**config.mk**
```make
export PLATFORM = sky130hd
export DESIGN_NAME = acs_unit_pipe
export DESIGN_NICKNAME = d
export VERILOG_FILES = /design/src/rtl/acs_unit_pipe.sv
export SDC_FILE = /design/constraint.sdc
export NUM_CORES = 1
export LEC_CHECK = 0
export CAP_MARGIN = 20
export CELL_PAD_IN_SITES_DETAIL_PLACEMENT = 1
export CELL_PAD_IN_SITES_GLOBAL_PLACEMENT = 1
export CORE_MARGIN = 4
export CORE_UTILIZATION = 36
export CTS_CLUSTER_SIZE = 24
export DETAILED_ROUTE_END_ITERATION = 6
export PLACE_DENSITY_LB_ADDON = 0.3
export SYNTH_ARGS = -nofsm -noshare
export SYNTH_HDL_FRONTEND = slang
export SYNTH_SLANG_ARGS = --single-unit
```
**constraint.sdc**
```tcl
create_clock -name clk -period 6.9 [get_ports clk]
set_input_delay 1.38 -clock clk [delete_from_list [all_inputs] [get_ports clk]]
set_output_delay 1.38 -clock clk [all_outputs]
set_load 0.02 [all_outputs]
```
**src/rtl/acs_unit_pipe.sv**
```systemverilog
// Registered add-compare-select cell for one trellis state of a rate-1/2 Viterbi decoder.
// Soft-decision branch metrics, saturating path metrics, global normalisation, frame start.
module acs_unit_pipe #(
  parameter int PMW        = 8,
  parameter int SBW        = 3,
  parameter int SW         = 2,
  parameter int INIT_STATE = 0
) (
  input  logic           clk,
  input  logic           rst_n,
  input  logic           start,
  input  logic           valid_in,
  input  logic [SW-1:0]  self_state,
  input  logic [SBW-1:0] sym_i,
  input  logic [SBW-1:0] sym_q,
  input  logic [1:0]     exp_1,
  input  logic [1:0]     exp_2,
  input  logic [PMW-1:0] pm_in_1,
  input  logic [PMW-1:0] pm_in_2,
  input  logic           term_in_1,
  input  logic           term_in_2,
  input  logic [SW-1:0]  addr_in_1,
  input  logic [SW-1:0]  addr_in_2,
  input  logic           norm_in,
  output logic [PMW-1:0] pm_out,
  output logic           term_out,
  output logic [SW-1:0]  addr_out,
  output logic           dec_out,
  output logic           valid_out,
  output logic           pm_msb,
  output logic           sat_flag
);

  localparam logic [PMW-1:0] PM_MAX   = '1;
  localparam logic [SBW-1:0] SB_MAX   = '1;
  localparam logic [SW-1:0]  INIT_IDX = INIT_STATE[SW-1:0];

  function automatic logic [SBW:0] branch_metric(input logic [SBW-1:0] si,
                                                 input logic [SBW-1:0] sq,
                                                 input logic [1:0]     e);
    logic [SBW-1:0] ci;
    logic [SBW-1:0] cq;
    ci = e[1] ? (SB_MAX - si) : si;
    cq = e[0] ? (SB_MAX - sq) : sq;
    return {1'b0, ci} + {1'b0, cq};
  endfunction

  // Removing 2^(PMW-1) from a metric below that value clamps to zero.
  function automatic logic [PMW-1:0] normalise(input logic [PMW-1:0] pm, input logic en);
    if (!en)          return pm;
    if (pm[PMW-1])    return {1'b0, pm[PMW-2:0]};
    return '0;
  endfunction

  function automatic logic [PMW-1:0] saturate(input logic [PMW:0] wide);
    return wide[PMW] ? PM_MAX : wide[PMW-1:0];
  endfunction

  logic [SBW:0]   bm1, bm2;
  logic [PMW:0]   c1_wide, c2_wide;
  logic [PMW-1:0] c1, c2;
  logic           pick2;

  always_comb begin
    bm1     = branch_metric(sym_i, sym_q, exp_1);
    bm2     = branch_metric(sym_i, sym_q, exp_2);
    c1_wide = {1'b0, normalise(pm_in_1, norm_in)} + (PMW+1)'(bm1);
    c2_wide = {1'b0, normalise(pm_in_2, norm_in)} + (PMW+1)'(bm2);
    c1      = saturate(c1_wide);
    c2      = saturate(c2_wide);
    // Equal candidates fall to the smaller branch metric, full ties to branch 2.
    pick2   = (c2 < c1) || ((c2 == c1) && (bm2 <= bm1));
  end

  logic [PMW-1:0] pm_d, pm_q;
  logic           term_d, term_q;
  logic [SW-1:0]  addr_d, addr_q;
  logic           dec_d, dec_q;
  logic           valid_d, valid_q;
  logic           sat_d, sat_q;

  always_comb begin
    pm_d    = pm_q;
    term_d  = term_q;
    addr_d  = addr_q;
    dec_d   = dec_q;
    valid_d = 1'b0;
    sat_d   = sat_q;
    if (start) begin
      pm_d   = (self_state == INIT_IDX) ? '0 : PM_MAX;
      term_d = (self_state != INIT_IDX);
      addr_d = self_state;
      dec_d  = self_state[SW-1];
      sat_d  = 1'b0;
    end else if (valid_in) begin
      valid_d = 1'b1;
      dec_d   = self_state[SW-1];
      term_d  = 1'b0;
      sat_d   = sat_q | (!term_in_1 & c1_wide[PMW]) | (!term_in_2 & c2_wide[PMW]);
      case ({term_in_1, term_in_2})
        2'b00: begin
          pm_d   = pick2 ? c2 : c1;
          addr_d = pick2 ? addr_in_2 : addr_in_1;
        end
        2'b10: begin
          pm_d   = c2;
          addr_d = addr_in_2;
        end
        2'b01: begin
          pm_d   = c1;
          addr_d = addr_in_1;
        end
        default: begin
          pm_d   = PM_MAX;
          term_d = 1'b1;
          addr_d = addr_in_1;
        end
      endcase
    end
  end

  // Output register stage
  always_ff @(posedge clk) begin
    if (!rst_n) begin
      pm_q    <= '0;
      term_q  <= 1'b0;
      addr_q  <= '0;
      dec_q   <= 1'b0;
      valid_q <= 1'b0;
      sat_q   <= 1'b0;
    end else begin
      pm_q    <= pm_d;
      term_q  <= term_d;
      addr_q  <= addr_d;
      dec_q   <= dec_d;
      valid_q <= valid_d;
      sat_q   <= sat_d;
    end
  end

  assign pm_out    = pm_q;
  assign term_out  = term_q;
  assign addr_out  = addr_q;
  assign dec_out   = dec_q;
  assign valid_out = valid_q;
  assign pm_msb    = pm_q[PMW-1];
  assign sat_flag  = sat_q;

endmodule
```
=== Word-level counts from Yosys, hierarchy flattened ===
Index checks and enable logic that the tools add are counted.

* Flip-flop bits (word level): 14

* Add/subtract/negate cells: 6
* Order comparisons: 2
* Eq/ne operators: 3
* Muxes and demuxes: 33
* Bitwise gates (word level): 5
* Reduce and logical (&&, ||, !) cells: 10

{| class="wikitable"
|+ Operators by type and width
! operator !! number
|-
| 8-bit 2-to-1 mux || 14
|-
| 8-bit one-hot mux with 3 select lines || 1
|-
| 8-bit by 4-bit adder with 9-bit output || 2
|-
| 3-bit 2-to-1 mux || 4
|-
| 1-bit 2-to-1 mux || 10
|-
| 3-bit by 3-bit adder with 4-bit output || 2
|-
| 8-bit == test || 1
|-
| 8-bit less-than comparator || 1
|-
| 2-bit 2-to-1 mux || 3
|-
| 3-bit subtractor (first input constant) || 2
|-
| 4-bit <= comparator || 1
|-
| 2-bit logical NOT || 2
|-
| 2-bit one-hot mux with 2 select lines || 1
|-
| 2-bit nonzero test || 2
|-
| 3-bit OR reduction || 1
|-
| 1-bit AND || 2
|-
| 2-bit by 1-bit == test with 1-bit output (second input constant) || 1
|-
| 2-bit == test (second input constant) || 1
|-
| 1-bit logical NOT || 2
|-
| 1-bit OR || 2
|-
| 2-bit OR reduction || 1
|-
| 1-bit logical AND || 1
|-
| 1-bit logical OR || 1
|-
| 1-bit NOT || 1
|}

=== Longest topological paths before layout ===
* Depth after elaboration: 13
* Mapped depth: 19

=== Worst setup path before layout ===
Ideal clock, no wire load.

* Path kind: input-to-reg
* Start: in sym_i[0]
* End: reg pm_q[4] (netlist: pm_out[4])
* Setup time: 127 ps
* Data arrival time: 5360 ps
* Slack: 1412 ps
* Stages: 17
* Buffers on the path: 0
* Cells stage by stage: xor2_1 > ha_1 > fa_1 > inv_1 > fa_1 > and2b_1 > o22ai_1 > or4b_1 > nand2_1 > ha_1 > nor2b_1 > o211ai_1 > a21oi_1 > a2111oi_4 > nor3_2 > nor4b_1 > nor3_1

* Cells in the longest elaborated chain, start to end: 12

{| class="wikitable"
|+ RTL lines
! what !! RTL line !! RTL
|-
| from (decl) || 14 || <nowiki>input logic [SBW-1:0] sym_i,</nowiki>
|-
| parallel branches: the longest is 9 deep, another holds 8-bit by 4-bit adder with 9-bit output || n/a ||
|-
| 8-bit one-hot mux with 3 select lines (*) || 100 || <nowiki>case ({term_in_1, term_in_2})</nowiki>
|-
| 8-bit 2-to-1 mux (*) || 95 || <nowiki>end else if (valid_in) begin</nowiki>
|-
| 8-bit 2-to-1 mux (*) || 89 || <nowiki>if (start) begin</nowiki>
|-
| to (signal assigned) || 132 || <nowiki>pm_q <= pm_d;</nowiki>
|-
| to (decl) || 75 || <nowiki>logic [PMW-1:0] pm_d, pm_q;</nowiki>
|}

Every way passes the cells marked *. The select of a mux whose other input is x is not followed.
A chain may end at the register's enable or synchronous reset.

=== Final worst setup path ===
* Start: in exp_2[1]
* End: reg pm_q[4] (netlist: pm_out[4])

* Cells in the longest elaborated chain, start to end: 11

{| class="wikitable"
|+ RTL lines
! what !! RTL line !! RTL
|-
| from (decl) || 17 || <nowiki>input logic [1:0] exp_2,</nowiki>
|-
| 3-bit 2-to-1 mux (*) || 43 || <nowiki>ci = e[1] ? (SB_MAX - si) : si;</nowiki>
|-
| 3-bit by 3-bit adder with 4-bit output (*) || 45 || <nowiki>return {1'b0, ci} + {1'b0, cq};</nowiki>
|-
| parallel branches: the longest is 6 deep, another holds 8-bit by 4-bit adder with 9-bit output || n/a ||
|-
| 8-bit one-hot mux with 3 select lines (*) || 100 ||
|-
| 8-bit 2-to-1 mux (*) || 95 ||
|-
| 8-bit 2-to-1 mux (*) || 89 ||
|}

Marks and branches as above.

==> out/metrics.cfg <==
[power]
max-vdd-ir-drop_v = 0.00009750
p_comb_frac = 0.677
p_int_w = 0.0002984
pwr-share-clk = 0.151
sequentialPowerShare = 0.172
power.leakage_nw = 1.119
netSwitchingPower_w = 0.0002428
p_sw_frac = 0.4486
power.density_nw_per_um2 = 206.4

[critical_path]
start_kind = input pin
crit_required_ps = 7030
worstPathArrival_ps = 6250
timing.rr.start = pm_out[7]$_SDFFE_PN0P_
crit_type = input pin to flip-flop
endpoint_kind = flip-flop
cp_max_fo = 8
worstSetupStartpoint = exp_2[1]

[timing]
max_clock_freq_ghz = 0.1635
slew_headroom = 0.6299
holdWs_ps = 508.6
tightest_slew_ps = 551.4
finalHoldViolCount = 0
rsz0062_at_grt = no
slew_violations = 0
period_share = 0.8863
setup_tns_ps = 0
finalSetupViolations = 0
min_period_ps = 6115
skew_ps = 0

[grt]
antenna_found_initial = 0
overflow = 0
grt_max_degree = 16
grtUsageTotal = 0.1851
grt_pass1_vias = 2123
grt_pass1_wl_um = 9770

[synth]
ys_seq_area_frac = 0.1409
synthMuxAreaShare = 0.01509
synth_top_family_by_area = compound AO/OA/AOI/OAI gates
synth_fa_ha_area_frac = 0.1849
ys_ff_latch = 14
synth_area_leaders = ha_1 14%, dfxtp_1 14%, xor2_1 6.6%, o21ai_0 6.0%, a21oi_1 4.0%
syn_nets = 315
synth_xor_area_frac = 0.08742
synthSimpleGateAreaFrac = 0.2151
synth_top_area_cell = ha_1
yosysWarnings = 0
syn_area_um2 = 1989
ys_types = 58
netlist.area_leader.share = 0.1447
synth.avg_cell_area_um2 = 7.990
netlist_instances = 249
synth-compound-area-share = 0.3101

[die]
initial_core_util = 0.3798
die_h_um = 82.34
chipWidth_um = 82.34
row_count = 26
fp.coreArea_um2 = 5238
die_area_um2 = 6779
ioPinCount = 54

[route]
postRouteAntennaNets = 0
drt_iter0_drc = 71
drc = 0
drt-pass1-iter-count = 4
wl_per_cell_um = 16.18
vias = 2078
wl_um = 6003
routed_via_density = 5.601

[final_layout]
fin_area_um2 = 2623
antenna_cells = 0
fill_cells = 646
drive_gt1_frac = 0.07309
post-route-util = 0.5007
finalNetCount = 368
final_cells = 371
syn_to_final_growth_pct = 31.82

[clock_tree]
clockBufferDepth = 2
cts_sinks = 14
holdBufCountCts = 0
cts_resized = 0
htreeDepth = 1
path_clk_slew_ps = 60
clock-root-buffer = clkbuf_8
cts_buffers = 3
clk_latency_ps = 250
cts_tree = built
post-cts-setup-buffers = 0

[placed_design]
gp_congestion = 0.9425
dp_hpwl_um = 5197
dp.cells = 367
placed_area_um2 = 2567
io_buffers = 53

[min_path]
holdCritPathClass = flip-flop to flip-flop
min_from = dec_out$_SDFFE_PN0P_

[flow_run]
cap_violations = 0

[status]
outcome = finished clean

metal layers:
| layer | wire (um) | track usage | vias to the layer above | part of all wire |
|---|---|---|---|---|
| met2 | 2975 | 0.3462 | 50 | 0.50 |
| met5 | 0 | 0 | - | 0 |
| met1 | 2683 | 0.2212 | 982 | 0.45 |
| met3 | 197 | 0.01410 | 14 | 0.033 |
| met4 | 146 | 0.05814 | 0 | 0.024 |
| li1 | - | - | 1032 | - |
layout make-up:
class / count / area, um^2 / area share
tap: 70 / 87.58 / 0.03340
inverter: 14 / 52.55 / 0.02004
timing repair buffer: 53 / 530.5 / 0.2023
clock buffer: 4 / 55.05 / 0.02099
sequential: 14 / 280.3 / 0.1069
multi-input combinational: 216 / 1617 / 0.6164
cell usage in the layout (no fill, tap or decap), types with 3 or more instances in the layout:
| master | synthesis | final |
|---|---|---|
| clkdlybuf4s50_1 | 0 | 53 |
| o21ai_0 | 24 | 24 |
| ha_1 | 23 | 23 |
| nand2_1 | 19 | 19 |
| a21oi_1 | 16 | 16 |
| xor2_1 | 15 | 15 |
| inv_1 | 14 | 14 |
| dfxtp_1 | 14 | 14 |
| nor2_1 | 13 | 13 |
| and3_1 | 7 | 7 |
| o211ai_1 | 7 | 7 |
| and2_1 | 6 | 6 |
| a31oi_1 | 6 | 6 |
| a21o_1 | 6 | 6 |
| nand3_1 | 5 | 5 |
| nor3_1 | 5 | 5 |
| nor2b_1 | 4 | 4 |
| fa_1 | 4 | 4 |
| clkbuf_8 | 1 | 4 |
| or2_2 | 3 | 3 |
| o22ai_1 | 3 | 3 |
| o31ai_1 | 3 | 3 |
| xnor2_1 | 3 | 3 |
| mux2i_1 | 3 | 3 |
metrics by stage:
step / power, W / worst slack, ps
after floorplan: 0.0003467 / 1412
after global placement: 0.0004495 / 629.6
after detailed placement: 0.0004618 / 530.3
after CTS: 0.0005433 / 799.3
after global routing: 0.0005943 / 437.0
final: 0.0005413 / 784.7
cells by family (layout without fill, tap and decap cells):
family,after synthesis,count (layout)
and+or+nand+nor,76,76
xor gates and xnor gates,19,19
buffers and inverters,19,71
AOI/OAI and AO/OA,91,91
muxes,3,3
DFF,14,14
adders and majority gates,27,27
state kept, by name (all words and copies together), names as in the netlist:
name / count
valid_out: 1
pm_out: 8
addr_out: 2
term_out: 1
dec_out: 1
sat_flag: 1
path summary, 6_finish.rpt:
path	end	slack, ps	cells after the start
worst max register to register	pm_out[7]$_SDFFE_PN0P_	5980	4
worst min register to register	dec_out$_SDFFE_PN0P_	510	2
worst max-delay path	pm_out[4]$_SDFFE_PN0P_	780	18
worst min-delay path	dec_out$_SDFFE_PN0P_	510	2
cells in the mapped netlist (all sizes together):
| cell | number |
|---|---|
| o21a | 2 |
| a31o | 1 |
| nand4 | 2 |
| a21oi | 17 |
| o32ai | 2 |
| and2 | 6 |
| nand2 | 19 |
| buf | 2 |
| o21bai | 1 |
| mux2i | 3 |
| nor3 | 7 |
| o31a | 1 |
| a21boi | 1 |
| nor2 | 13 |
| a211oi | 2 |
| fa | 4 |
| clkbuf | 3 |
| o221ai | 1 |
| xor2 | 15 |
| or2 | 4 |
| or4 | 1 |
| o311a | 1 |
| dfxtp | 14 |
| o22ai | 3 |
| nor4b | 2 |
| or4b | 1 |
| ha | 23 |
| o211ai | 7 |
| nand2b | 2 |
| and3 | 8 |
| inv | 14 |
| nand3 | 5 |
| xnor2 | 4 |
| nor2b | 4 |
| o31ai | 4 |
| and2b | 2 |
| o2bb2ai | 2 |
| a2111oi | 1 |
| a32o | 1 |
| o21ai | 28 |
| o2111ai | 1 |
| a21o | 7 |
| a32oi | 1 |
| a31oi | 6 |
| a311oi | 1 |
worst max-delay path, cell delays in order:
cell	delay (ps)
clkdlybuf4s50_1	480
xor2_1	170
ha_1	230
fa_1	540
inv_1	80
fa_1	430
and2b_1	210
o22ai_1	190
or4b_1	650
nand2_1	140
ha_1	240
nor2b_1	140
o211ai_1	160
a21oi_1	120
a2111oi_4	550
nor3_2	130
nor4b_1	300
nor3_1	90
power by group through the flow:
stage / Sequential (W) / Clock (W) / Combinational (W)
after detailed placement: 0.0000950 / 0 / 0.000367
final: 0.0000933 / 0.0000815 / 0.000366
after CTS: 0.0000934 / 0.0000808 / 0.000369
after global placement: 0.0000947 / 0 / 0.000355
after floorplan: 0.000105 / 0 / 0.000242
after global routing: 0.0000940 / 0.0000847 / 0.000416
(Power assumes the default switching activity.)
